### src/rtl/writeback_arbiter_if.sv
// writeback_arbiter_if: bundle between the FU wrappers, the writeback arbiter,
// the PRF write/peek broadcast path and the ROB completion port.
interface writeback_arbiter_if #(
  parameter int INST_ID_BITS = 6,
  parameter int PRN_BITS     = 6,
  parameter int MAX_OPERANDS = 3,
  parameter int NUM_FUS      = 2
);
  logic [NUM_FUS-1:0]                                 fu_out_valid;
  logic [NUM_FUS-1:0][INST_ID_BITS-1:0]               fu_out_inst_id;
  logic [NUM_FUS-1:0][MAX_OPERANDS-1:0][PRN_BITS-1:0] fu_out_prn;
  logic [NUM_FUS-1:0][MAX_OPERANDS-1:0][63:0]         fu_out_data;
  logic [NUM_FUS-1:0][MAX_OPERANDS-1:0]               fu_out_data_valid;
  logic [NUM_FUS-1:0]                                 fu_stall;

  logic                    wb_valid;
  logic [PRN_BITS-1:0]     wb_prn;
  logic [63:0]             wb_value;
  logic                    complete_valid;
  logic [INST_ID_BITS-1:0] complete_inst_id;
  logic                    overflow_err;

  // FU side plus the consumers of the writeback/completion outputs
  modport master (
    output fu_out_valid, fu_out_inst_id, fu_out_prn, fu_out_data, fu_out_data_valid,
    input  fu_stall, wb_valid, wb_prn, wb_value, complete_valid, complete_inst_id,
    input  overflow_err
  );

  // Arbiter side
  modport slave (
    input  fu_out_valid, fu_out_inst_id, fu_out_prn, fu_out_data, fu_out_data_valid,
    output fu_stall, wb_valid, wb_prn, wb_value, complete_valid, complete_inst_id,
    output overflow_err
  );
endinterface

### src/rtl/writeback_arbiter.sv
// writeback_arbiter: per-FU result FIFOs, a round-robin grant and a two-state
// drain FSM that serializes destination operands onto one PRF write port and
// then reports the instruction as complete to the ROB.
module writeback_arbiter #(
  parameter int INST_ID_BITS = 6,
  parameter int PRN_BITS     = 6,
  parameter int MAX_OPERANDS = 3,
  parameter int NUM_FUS      = 2,
  parameter int FIFO_DEPTH   = 4
) (
  input logic                clk,
  input logic                rst,
  writeback_arbiter_if.slave bus
);

  localparam int PTR_BITS = $clog2(FIFO_DEPTH);
  localparam int CNT_BITS = PTR_BITS + 1;
  localparam int FU_BITS  = (NUM_FUS > 1) ? $clog2(NUM_FUS) : 1;
  localparam logic [CNT_BITS-1:0] FULL_CNT  = CNT_BITS'(FIFO_DEPTH);
  localparam logic [CNT_BITS-1:0] STALL_CNT = CNT_BITS'(FIFO_DEPTH - 1);

  localparam logic [0:0] ST_IDLE  = 1'b0;
  localparam logic [0:0] ST_DRAIN = 1'b1;

  typedef struct packed {
    logic [INST_ID_BITS-1:0]               inst_id;
    logic [MAX_OPERANDS-1:0][PRN_BITS-1:0] prn;
    logic [MAX_OPERANDS-1:0][63:0]         data;
    logic [MAX_OPERANDS-1:0]               data_valid;
  } entry_t;

  entry_t                              fifo_mem_q [NUM_FUS][FIFO_DEPTH];
  logic [NUM_FUS-1:0][PTR_BITS-1:0]    rd_ptr_q, wr_ptr_q;
  logic [NUM_FUS-1:0][CNT_BITS-1:0]    count_q;
  entry_t                              in_entry [NUM_FUS];
  logic [NUM_FUS-1:0]                  fifo_nonempty, fifo_full, push, pop, stall;

  logic [0:0]                            state_q, state_d;
  logic [FU_BITS-1:0]                    rr_q, rr_d;
  logic [FU_BITS-1:0]                    grant_idx;
  logic                                  grant_valid, load;
  entry_t                                head_entry;
  logic [INST_ID_BITS-1:0]               h_id_q;
  logic [MAX_OPERANDS-1:0][PRN_BITS-1:0] h_prn_q;
  logic [MAX_OPERANDS-1:0][63:0]         h_data_q;
  logic [MAX_OPERANDS-1:0]               pend_q, pend_d, low_oh, pend_after;
  logic [PRN_BITS-1:0]                   sel_prn;
  logic [63:0]                           sel_data;

  logic                    wb_valid_q, wb_valid_d;
  logic [PRN_BITS-1:0]     wb_prn_q, wb_prn_d;
  logic [63:0]             wb_value_q, wb_value_d;
  logic                    complete_valid_q, complete_valid_d;
  logic [INST_ID_BITS-1:0] complete_id_q, complete_id_d;
  logic                    overflow_q, overflow_d;

  // FIFO status, push qualification (a full FIFO drops) and stall threshold
  always_comb begin
    for (int i = 0; i < NUM_FUS; i++) begin
      fifo_nonempty[i]       = (count_q[i] != '0);
      fifo_full[i]           = (count_q[i] == FULL_CNT);
      push[i]                = bus.fu_out_valid[i] && !fifo_full[i];
      stall[i]               = (count_q[i] >= STALL_CNT);
      in_entry[i].inst_id    = bus.fu_out_inst_id[i];
      in_entry[i].prn        = bus.fu_out_prn[i];
      in_entry[i].data       = bus.fu_out_data[i];
      in_entry[i].data_valid = bus.fu_out_data_valid[i];
    end
  end

  // Round-robin search from rr upward over registered counts, so a result
  // pushed on this edge cannot be granted until the next one
  always_comb begin
    grant_valid = 1'b0;
    grant_idx   = '0;
    for (int off = 0; off < NUM_FUS; off++) begin
      int cand;
      cand = int'(rr_q) + off;
      if (cand >= NUM_FUS) cand = cand - NUM_FUS;
      if (!grant_valid && fifo_nonempty[cand]) begin
        grant_valid = 1'b1;
        grant_idx   = FU_BITS'(cand);
      end
    end
    head_entry = fifo_mem_q[grant_idx][rd_ptr_q[grant_idx]];
    rr_d = (grant_idx == FU_BITS'(NUM_FUS - 1)) ? '0 : grant_idx + 1'b1;
  end

  // Lowest pending slot of the held instruction and the operand it selects
  always_comb begin
    low_oh     = pend_q & (~pend_q + MAX_OPERANDS'(1));
    pend_after = pend_q & ~low_oh;
    sel_prn    = '0;
    sel_data   = '0;
    for (int k = 0; k < MAX_OPERANDS; k++) begin
      if (low_oh[k]) begin
        sel_prn  = h_prn_q[k];
        sel_data = h_data_q[k];
      end
    end
  end

  // Drain FSM: emit one operand per edge, complete on the last one and chain
  // straight into the next granted entry so back-to-back results see no bubble
  always_comb begin
    state_d          = state_q;
    load             = 1'b0;
    pend_d           = pend_q;
    wb_valid_d       = 1'b0;
    wb_prn_d         = wb_prn_q;
    wb_value_d       = wb_value_q;
    complete_valid_d = 1'b0;
    complete_id_d    = complete_id_q;
    case (state_q)
      ST_IDLE: begin
        if (grant_valid) begin
          load    = 1'b1;
          state_d = ST_DRAIN;
        end
      end
      ST_DRAIN: begin
        if (pend_q != '0) begin
          wb_valid_d = 1'b1;
          wb_prn_d   = sel_prn;
          wb_value_d = sel_data;
          pend_d     = pend_after;
        end
        if (pend_after == '0) begin
          complete_valid_d = 1'b1;
          complete_id_d    = h_id_q;
          if (grant_valid) load = 1'b1;
          else state_d = ST_IDLE;
        end
      end
      default: state_d = ST_IDLE;
    endcase
    if (load) pend_d = head_entry.data_valid;
    for (int i = 0; i < NUM_FUS; i++) begin
      pop[i] = load && (grant_idx == FU_BITS'(i));
    end
    overflow_d = overflow_q | (|(bus.fu_out_valid & fifo_full));
  end

  // FIFO storage; contents need no reset because pointers and counts gate them
  always_ff @(posedge clk) begin
    for (int i = 0; i < NUM_FUS; i++) begin
      if (push[i]) fifo_mem_q[i][wr_ptr_q[i]] <= in_entry[i];
    end
  end

  // FIFO pointers and occupancy; simultaneous push and pop leave count unchanged
  always_ff @(posedge clk) begin
    if (rst) begin
      rd_ptr_q <= '0;
      wr_ptr_q <= '0;
      count_q  <= '0;
    end else begin
      for (int i = 0; i < NUM_FUS; i++) begin
        if (push[i]) wr_ptr_q[i] <= wr_ptr_q[i] + 1'b1;
        if (pop[i])  rd_ptr_q[i] <= rd_ptr_q[i] + 1'b1;
        if (push[i] && !pop[i])      count_q[i] <= count_q[i] + 1'b1;
        else if (pop[i] && !push[i]) count_q[i] <= count_q[i] - 1'b1;
      end
    end
  end

  // FSM, arbiter pointer, holding register and registered outputs
  always_ff @(posedge clk) begin
    if (rst) begin
      state_q          <= ST_IDLE;
      rr_q             <= '0;
      pend_q           <= '0;
      h_id_q           <= '0;
      h_prn_q          <= '0;
      h_data_q         <= '0;
      wb_valid_q       <= 1'b0;
      wb_prn_q         <= '0;
      wb_value_q       <= '0;
      complete_valid_q <= 1'b0;
      complete_id_q    <= '0;
      overflow_q       <= 1'b0;
    end else begin
      state_q          <= state_d;
      pend_q           <= pend_d;
      if (load) begin
        rr_q     <= rr_d;
        h_id_q   <= head_entry.inst_id;
        h_prn_q  <= head_entry.prn;
        h_data_q <= head_entry.data;
      end
      wb_valid_q       <= wb_valid_d;
      wb_prn_q         <= wb_prn_d;
      wb_value_q       <= wb_value_d;
      complete_valid_q <= complete_valid_d;
      complete_id_q    <= complete_id_d;
      overflow_q       <= overflow_d;
    end
  end

  assign bus.fu_stall         = stall;
  assign bus.wb_valid         = wb_valid_q;
  assign bus.wb_prn           = wb_prn_q;
  assign bus.wb_value         = wb_value_q;
  assign bus.complete_valid   = complete_valid_q;
  assign bus.complete_inst_id = complete_id_q;
  assign bus.overflow_err     = overflow_q;

endmodule

### src/flat_wrapper.sv
// flat-port wrapper written by rule: the top's interface ports become plain ports
module writeback_arbiter_flat 
#(
  parameter int INST_ID_BITS = 6,
  parameter int PRN_BITS     = 6,
  parameter int MAX_OPERANDS = 3,
  parameter int NUM_FUS      = 2,
  parameter int FIFO_DEPTH   = 4
)
  (clk, rst, bus_fu_out_valid, bus_fu_out_inst_id, bus_fu_out_prn, bus_fu_out_data, bus_fu_out_data_valid, bus_fu_stall, bus_wb_valid, bus_wb_prn, bus_wb_value, bus_complete_valid, bus_complete_inst_id, bus_overflow_err);
  writeback_arbiter_if #(.INST_ID_BITS(INST_ID_BITS), .PRN_BITS(PRN_BITS), .MAX_OPERANDS(MAX_OPERANDS), .NUM_FUS(NUM_FUS)) bus_i ();
  input logic clk;
  input logic rst;
  input wire logic [$bits(bus_i.fu_out_valid)-1:0] bus_fu_out_valid;
  input wire logic [$bits(bus_i.fu_out_inst_id)-1:0] bus_fu_out_inst_id;
  input wire logic [$bits(bus_i.fu_out_prn)-1:0] bus_fu_out_prn;
  input wire logic [$bits(bus_i.fu_out_data)-1:0] bus_fu_out_data;
  input wire logic [$bits(bus_i.fu_out_data_valid)-1:0] bus_fu_out_data_valid;
  output wire logic [$bits(bus_i.fu_stall)-1:0] bus_fu_stall;
  output wire logic [$bits(bus_i.wb_valid)-1:0] bus_wb_valid;
  output wire logic [$bits(bus_i.wb_prn)-1:0] bus_wb_prn;
  output wire logic [$bits(bus_i.wb_value)-1:0] bus_wb_value;
  output wire logic [$bits(bus_i.complete_valid)-1:0] bus_complete_valid;
  output wire logic [$bits(bus_i.complete_inst_id)-1:0] bus_complete_inst_id;
  output wire logic [$bits(bus_i.overflow_err)-1:0] bus_overflow_err;
  assign bus_i.fu_out_valid = bus_fu_out_valid;
  assign bus_i.fu_out_inst_id = bus_fu_out_inst_id;
  assign bus_i.fu_out_prn = bus_fu_out_prn;
  assign bus_i.fu_out_data = bus_fu_out_data;
  assign bus_i.fu_out_data_valid = bus_fu_out_data_valid;
  assign bus_fu_stall = bus_i.fu_stall;
  assign bus_wb_valid = bus_i.wb_valid;
  assign bus_wb_prn = bus_i.wb_prn;
  assign bus_wb_value = bus_i.wb_value;
  assign bus_complete_valid = bus_i.complete_valid;
  assign bus_complete_inst_id = bus_i.complete_inst_id;
  assign bus_overflow_err = bus_i.overflow_err;
  writeback_arbiter #(.INST_ID_BITS(INST_ID_BITS), .PRN_BITS(PRN_BITS), .MAX_OPERANDS(MAX_OPERANDS), .NUM_FUS(NUM_FUS), .FIFO_DEPTH(FIFO_DEPTH)) u_core (.clk(clk), .rst(rst), .bus(bus_i));
endmodule
### config.mk
export PLATFORM = sky130hd
export DESIGN_NAME = writeback_arbiter_flat
export DESIGN_NICKNAME = d
export VERILOG_FILES = /design/src/rtl/writeback_arbiter_if.sv /design/src/rtl/writeback_arbiter.sv /design/src/flat_wrapper.sv
export SDC_FILE = /design/constraint.sdc
export NUM_CORES = 2
export LEC_CHECK = 0
export ABC_AREA = 1
export CELL_PAD_IN_SITES_DETAIL_PLACEMENT = 1
export CELL_PAD_IN_SITES_GLOBAL_PLACEMENT = 2
export CORE_MARGIN = 1.5
export CORE_UTILIZATION = 40
export CTS_CLUSTER_SIZE = 8
export DETAILED_ROUTE_END_ITERATION = 12
export HOLD_SLACK_MARGIN = 0.02
export MAX_ROUTING_LAYER = met4
export PLACE_DENSITY_LB_ADDON = 0.1
export SLEW_MARGIN = 20
export SYNTH_ARGS = -nofsm -noshare
export SYNTH_HDL_FRONTEND = slang
export SYNTH_SLANG_ARGS = --single-unit
### constraint.sdc
create_clock -name clk -period 13.65 [get_ports clk]
set_input_delay 2.0475 -clock clk [delete_from_list [all_inputs] [get_ports clk]]
set_output_delay 2.0475 -clock clk [all_outputs]
set_load 0.03 [all_outputs]
== Yosys cells after proc, flatten, opt, wreduce, memory -nomap -nowiden ==
Memory sizes are Yosys's and may differ from the RTL's.
Index checks and enable logic that the tools add are counted.

* Muxes and demuxes: 46
* Eq/ne operators: 2
* Bitwise logic cells: 11
* $lt $le $gt $ge: 12
* Reduce and logical (&&, ||, !) cells: 31
* Add/sub/neg operators: 13

{| class="wikitable"
|+ Operators by type and width
! operator !! number
|-
| $mux W876 || 2
|-
| $demux W219 S2 || 2
|-
| $mux W219 || 4
|-
| $bmux W219 S2 || 1
|-
| $mux W64 || 3
|-
| $lt A32 B3 Y1 const B || 2
|-
| $mux W32 || 2
|-
| $ge A32 B3 Y1 const B || 1
|-
| $sub A32 B3 Y32 const B || 1
|-
| $mux W3 || 7
|-
| $mux W1 || 18
|-
| $mux W6 || 3
|-
| $logic_and A1 B1 Y1 || 11
|-
| $add A3 B1 Y3 const B || 3
|-
| $ge A3 B3 Y1 const B || 3
|-
| $not A2 Y3 || 3
|-
| $reduce_bool A3 Y1 || 3
|-
| $add A2 B1 Y2 const B || 4
|-
| $reduce_bool A2 Y1 || 4
|-
| $logic_not A1 Y1 || 7
|-
| $and A3 B3 Y3 || 2
|-
| $eq A3 B3 Y1 const B || 2
|-
| $ge A3 B2 Y1 const B || 2
|-
| $lt A3 B1 Y1 const B || 2
|-
| 15 further kinds || 23
|}

* Memories kept: 1
* Input bits: 442
* Memory bits (writable): 1752
* Bits in registers: 314

{| class="wikitable"
|+ Memory list
! memory !! words !! width !! rd ports !! clocked after memory_dff !! write ports !! RTL line !! source
|-
| u_core.fifo_mem_q || 2 || 876 || 1 || 0 || 2 || writeback_arbiter.sv:32 || <nowiki>entry_t fifo_mem_q [NUM_FUS][FIFO_DEPTH];</nowiki>
|}

== Logic depth before layout (Yosys ltp) ==
* Depth after elaboration: 16
* Gate-level depth with buffers: 16
* Depth with buffers taken out: 14

== Least setup slack after synthesis ==
OpenSTA, ideal clock, no wires.

* Path kind: input to register
* From: in bus_fu_out_valid[1]
* To: mem u_core.fifo_mem_q[1][0] in the netlist's numbering, enable pin
* Slack: 1.555 ns
* Data arrival time: 11.292 ns
* Setup time: 0.803 ns
* Buffers on the path: 0
* Stages on the path: 2
* Cell sequence: nand2_1 > nor2_1

{| class="wikitable"
|+ RTL lines
! item !! RTL line !! source
|-
| start, declared || flat_wrapper.sv:14 || <nowiki>input wire logic [$bits(bus_i.fu_out_valid)-1:0] bus_fu_out_valid;</nowiki>
|-
| end, declared || writeback_arbiter.sv:32 ||
|}

== Final worst setup path ==
* From: reg u_core.count_q[3] in the netlist's numbering
* To: reg u_core.h_data_q[8] in the netlist's numbering

* Word-level cells in the longest chain between the ends: 14
* Elaborated cells between the ends (all ways): 23

{| class="wikitable"
|+ RTL lines
! item !! RTL line !! source
|-
| start, declared || writeback_arbiter.sv:34 || <nowiki>logic [NUM_FUS-1:0][CNT_BITS-1:0] count_q;</nowiki>
|-
| start signal, assigned by index || writeback_arbiter.sv:161 || <nowiki>if (push[i] && !pop[i]) count_q[i] <= count_q[i] + 1'b1;</nowiki>
|-
| start signal, assigned by index || writeback_arbiter.sv:162 || <nowiki>else if (pop[i] && !push[i]) count_q[i] <= count_q[i] - 1'b1;</nowiki>
|-
| $reduce_bool A3 Y1 (*) || writeback_arbiter.sv:60 || <nowiki>fifo_nonempty[i] = (count_q[i] != '0);</nowiki>
|-
| $mux W1 (implied by the code) (3 in a row) || writeback_arbiter.sv:80 || <nowiki>if (!grant_valid && fifo_nonempty[cand]) begin</nowiki>
|-
| $mux W1 || writeback_arbiter.sv:80 ||
|-
| $logic_not A1 Y1 || writeback_arbiter.sv:80 ||
|-
| $logic_and A1 B1 Y1 || writeback_arbiter.sv:80 ||
|-
| $mux W1 || writeback_arbiter.sv:80 ||
|-
| $mux W2 (implied by the code) (2 in a row) || writeback_arbiter.sv:85 || <nowiki>head_entry = fifo_mem_q[grant_idx][rd_ptr_q[grant_idx]];</nowiki>
|-
| $not A2 Y3 (implied by the code) || writeback_arbiter.sv:85 ||
|-
| $bmux W219 S2 || writeback_arbiter.sv:85 ||
|-
| $mux W219 (implied by the code) (2 in a row) || writeback_arbiter.sv:85 ||
|-
| end signal, assigned || writeback_arbiter.sv:189 || <nowiki>h_data_q <= head_entry.data;</nowiki>
|-
| end, declared || writeback_arbiter.sv:45 || <nowiki>logic [MAX_OPERANDS-1:0][63:0] h_data_q;</nowiki>
|}

Mark *: on every way between the ends. The rest lies on a longest branch, timed or not. The select of a mux whose other input is x is not followed.
A chain may end at the register's enable or synchronous reset.

==> flow_summary_export.csv <==
group,metric,value,unit
status,status,"finished clean",
synthesis,netlist_area,81500,µm²
power,ir_worst_vdd,464,µV
timing,max_slew_margin,16.3,%
hold_path,min_from,"u_core.rd_ptr_q[1]",
place,io_buffers,522,
worst_setup_path,r2r_slack,7950,ps
detailed_routing,vias,56600,
worst_setup_path,critPathTopFamily,"buffers and inverters",
synthesis,ys.warnings.count,0,
worst_setup_path,critPathLaunch,"u_core.count_q[3]",
hold_path,hold_class,"reg -> reg",
final_layout,area_growth,19.7,%
place,place_congestion,0.792,
global_route,grt_max_degree,218,
final_layout,multi_input_area,18700,µm²
timing,min_period,5700,ps
synthesis,synth_top_cell_by_area,"edfxtp_1",
synthesis,ys_ff_latch,2066,
worst_setup_path,rr_worst_depth,13,
global_route,use_met1,35.9,%
synthesis,syn_inst,7200,
worst_setup_path,slowest_delay,900,ps
worst_setup_path,crit_fanout,217,
timing,setup_ws,7950,ps
timing,tightest_slew,1260,ps
timing,skew,50.3,ps
synthesis,netlist_top_cells_area,"edfxtp_1 (65%), nand3_1 (9.3%), nand2_1 (9.3%), dfxtp_1 (7.7%), inv_1 (2.1%)",
worst_setup_path,crit_path_end,"u_core.h_data_q[8]",
place,post_dp_cell_area,88700,µm²
synthesis,synth-seq-area-share,72.3,%
final_layout,fillers,21200,
worst_setup_path,crit_chain,"inv_1 > nand3_2 > nand2_8 > buf_12 > buf_12 > buf_4 > buf_4 > nand2_1 > nand3_1 > nand3_1 > nand3_1 > nand2_1 > inv_1",
final_layout,final_nets,8108,
timing,hold_viol,0,
synthesis,syn_nets,7654,
power,p_per_area,260,nW/µm²
timing,setup_viol,0,
clock_network,clockBufferDepth,4,
final_layout,final_common_cell,"nand2_1",
synthesis,syn_area_per_cell,11.3,µm²
global_route,antenna_found_initial,25,
global_route,overflow,0,
worst_setup_path,slowest_stage,"buf_4",
flow_run,cap_violations,0,
detailed_routing,routed_via_density,5.37,
worst_setup_path,critical_path.most_common_cell,"nand3_1",
final_layout,final_area,97500,µm²
worst_setup_path,crit_type,"reg -> reg",
timing,setup-tns-final,0,ps
floorplan,die-height,454,µm
floorplan,start_util,40.3,%
worst_setup_path,path_buf_inv,6,
floorplan,io_pins,523,
detailed_routing,wl_per_cell,26.0,µm
worst_setup_path,rr_startpoint,"u_core.count_q[3]",
clock_network,cts_tree,"yes",
worst_setup_path,crit_required,14500,ps
clock_network,htreeDepth,5,
clock_network,postCtsSetupBuffers,0,
floorplan,rows,165,
timing,maxClockFrequency,175,MHz
detailed_routing,routed_wl,274000,µm
clock_network,cts-resized-gates,0,
final_layout,seqCellArea,58900,µm²
final_layout,drive_gt1_share,5.44,%
timing,slew_violations,0,
synthesis,yosys.area.top_type_share,64.6,%
clock_network,numCtsBuffers,308,
clock_network,cts.sinks,2066,
clock_network,cts_hold_buffers,0,
place,place_hpwl,158000,µm
floorplan,core,202000,µm²
global_route,met2_usage,43.8,%
global_route,grt_pass1_wl,399000,µm
worst_setup_path,critical_path_arrival,6550,ps
detailed_routing,ant_nets,0,
worst_setup_path,worstReg2RegEnd,"u_core.h_data_q[8]",
final_layout,final_cell_mix,"nand2_1 (2,012), edfxtp_1 (1,752), nand3_1 (1,521)",
timing,grt_setup_unrepaired,"false",
clock_network,path_clk_slew,50,ps
worst_setup_path,cp-end-kind,"flip-flop",
global_route,met3_usage,3.11,%
place,dp_worst_setup_slack,7740,ps
power,cellLeakagePower,0.0365,µW
worst_setup_path,cp.depth,13,
timing,hold_slack,485,ps
floorplan,fp.dieArea,206000,µm²
detailed_routing,route.detailed.drc,0,
clock_network,root_buffer,"clkbuf_16",
global_route,gr-usage-all-layers,27.2,%
power,total_power,25300,µW
synthesis,synth_cell_types,29,
clock_network,clk_latency,930,ps
detailed_routing,drtPass1Iterations,5,
global_route,busiest_layer,"met2",
worst_setup_path,start_kind,"flip-flop",
timing,fin_crit_sh,41.8,%
floorplan,die_w,454,µm
global_route,grt_pass1_vias,58100,
detailed_routing,drt-initial-drc-count,4226,
-- synthesized netlist by cell type (all sizes together) --
master and n:
nand3b 4, nor3 1, buf 330, nand2 2019, edfxtp 1752, nor2 181, o22ai 71, dfxtp 314
xor2 1, nand3 1522, ha 10, a21oi 303, a211oi 1, inv 469, fa 2, clkbuf 125
o21ai 94, clkinv 1
-- through the flow --
stage,std cells,util (%)
after floorplan,7200,-
after global placement,10000,43.8
after detailed placement,10000,43.8
after CTS,10500,48.2
after global routing,10600,48.2
final,10600,48.2
-- sequential cells by signal (all words and copies together), names as in the netlist --
name and cells:
u_core.bus.complete_inst_id 6, u_core.bus.wb_value 64, u_core.bus.complete_valid 1, u_core.count_q 6, u_core.pend_q 3, u_core.wr_ptr_q 4, u_core.fifo_mem_q 1752, u_core.h_data_q 192
u_core.rd_ptr_q 4, u_core.state_q 1, u_core.rr_q 1, u_core.h_prn_q 18, u_core.bus.overflow_err 1, u_core.bus.wb_prn 6, u_core.bus.wb_valid 1, u_core.h_id_q 6
-- cells by family (layout without fill, tap and decap cells) --
logic type      count (synthesis)  in the layout  share of synthesized area (%)
buf+inv                       925           1597                           4.90
flops                        2066           2066                           72.3
xor+xnor                        1              1                         0.0108
simple gates                 3727           3727                           19.6
other cells                     0              7                              0
compound gates                469            469                           3.01
fa+ha+maj                      12             12                          0.203
-- per-layer routing --
layer  vias to the layer above  wire length (µm)  part of all wire (%)
met3                       448             11500                   4.2
met4                         0              9200                   3.4
met1                     28900            121000                    44
li1                      25800                 -                     -
met2                      1503            133000                    48
met5                         -                 0                     0
-- worst min path at each step --
stage                                          end  slack [ps]  depth (start not counted)
finish                          u_core.rd_ptr_q[1]         480                          2
global route                    u_core.rd_ptr_q[0]         510                          2
CTS                             u_core.rd_ptr_q[1]         480                          2
detailed placement              u_core.rd_ptr_q[0]         470                          2
global placement                u_core.rd_ptr_q[1]         460                          2
floorplan           u_core.bus.complete_inst_id[5]         430                          2
-- report_power, final --
group / internal (µW) / switching (µW)
registers: 7820 / 385
clock network: 4280 / 2670
logic: 2700 / 7480
-- worst register-to-register path: stages, from the launching register on --
cell and delay, ps:
dfxtp_1 330, inv_1 150, nand3_2 430, nand2_8 770
buf_12 730, buf_12 850, buf_4 1070, buf_4 720
nand2_1 150, nand3_1 110, nand3_1 90, nand3_1 120
nand2_1 70, inv_1 50
-- final cells by class --
class | instances | area share [%]
clock buffer | 522 | 8.92
tap | 2672 | 3.43
inverter | 470 | 1.84
multi-input combinational | 4209 | 19.2
clock inverter | 6 | 0.0578
antenna | 7 | 0.0180
timing repair buffer | 599 | 6.16
sequential | 2066 | 60.4
Power figures use the tool's default switching activity.
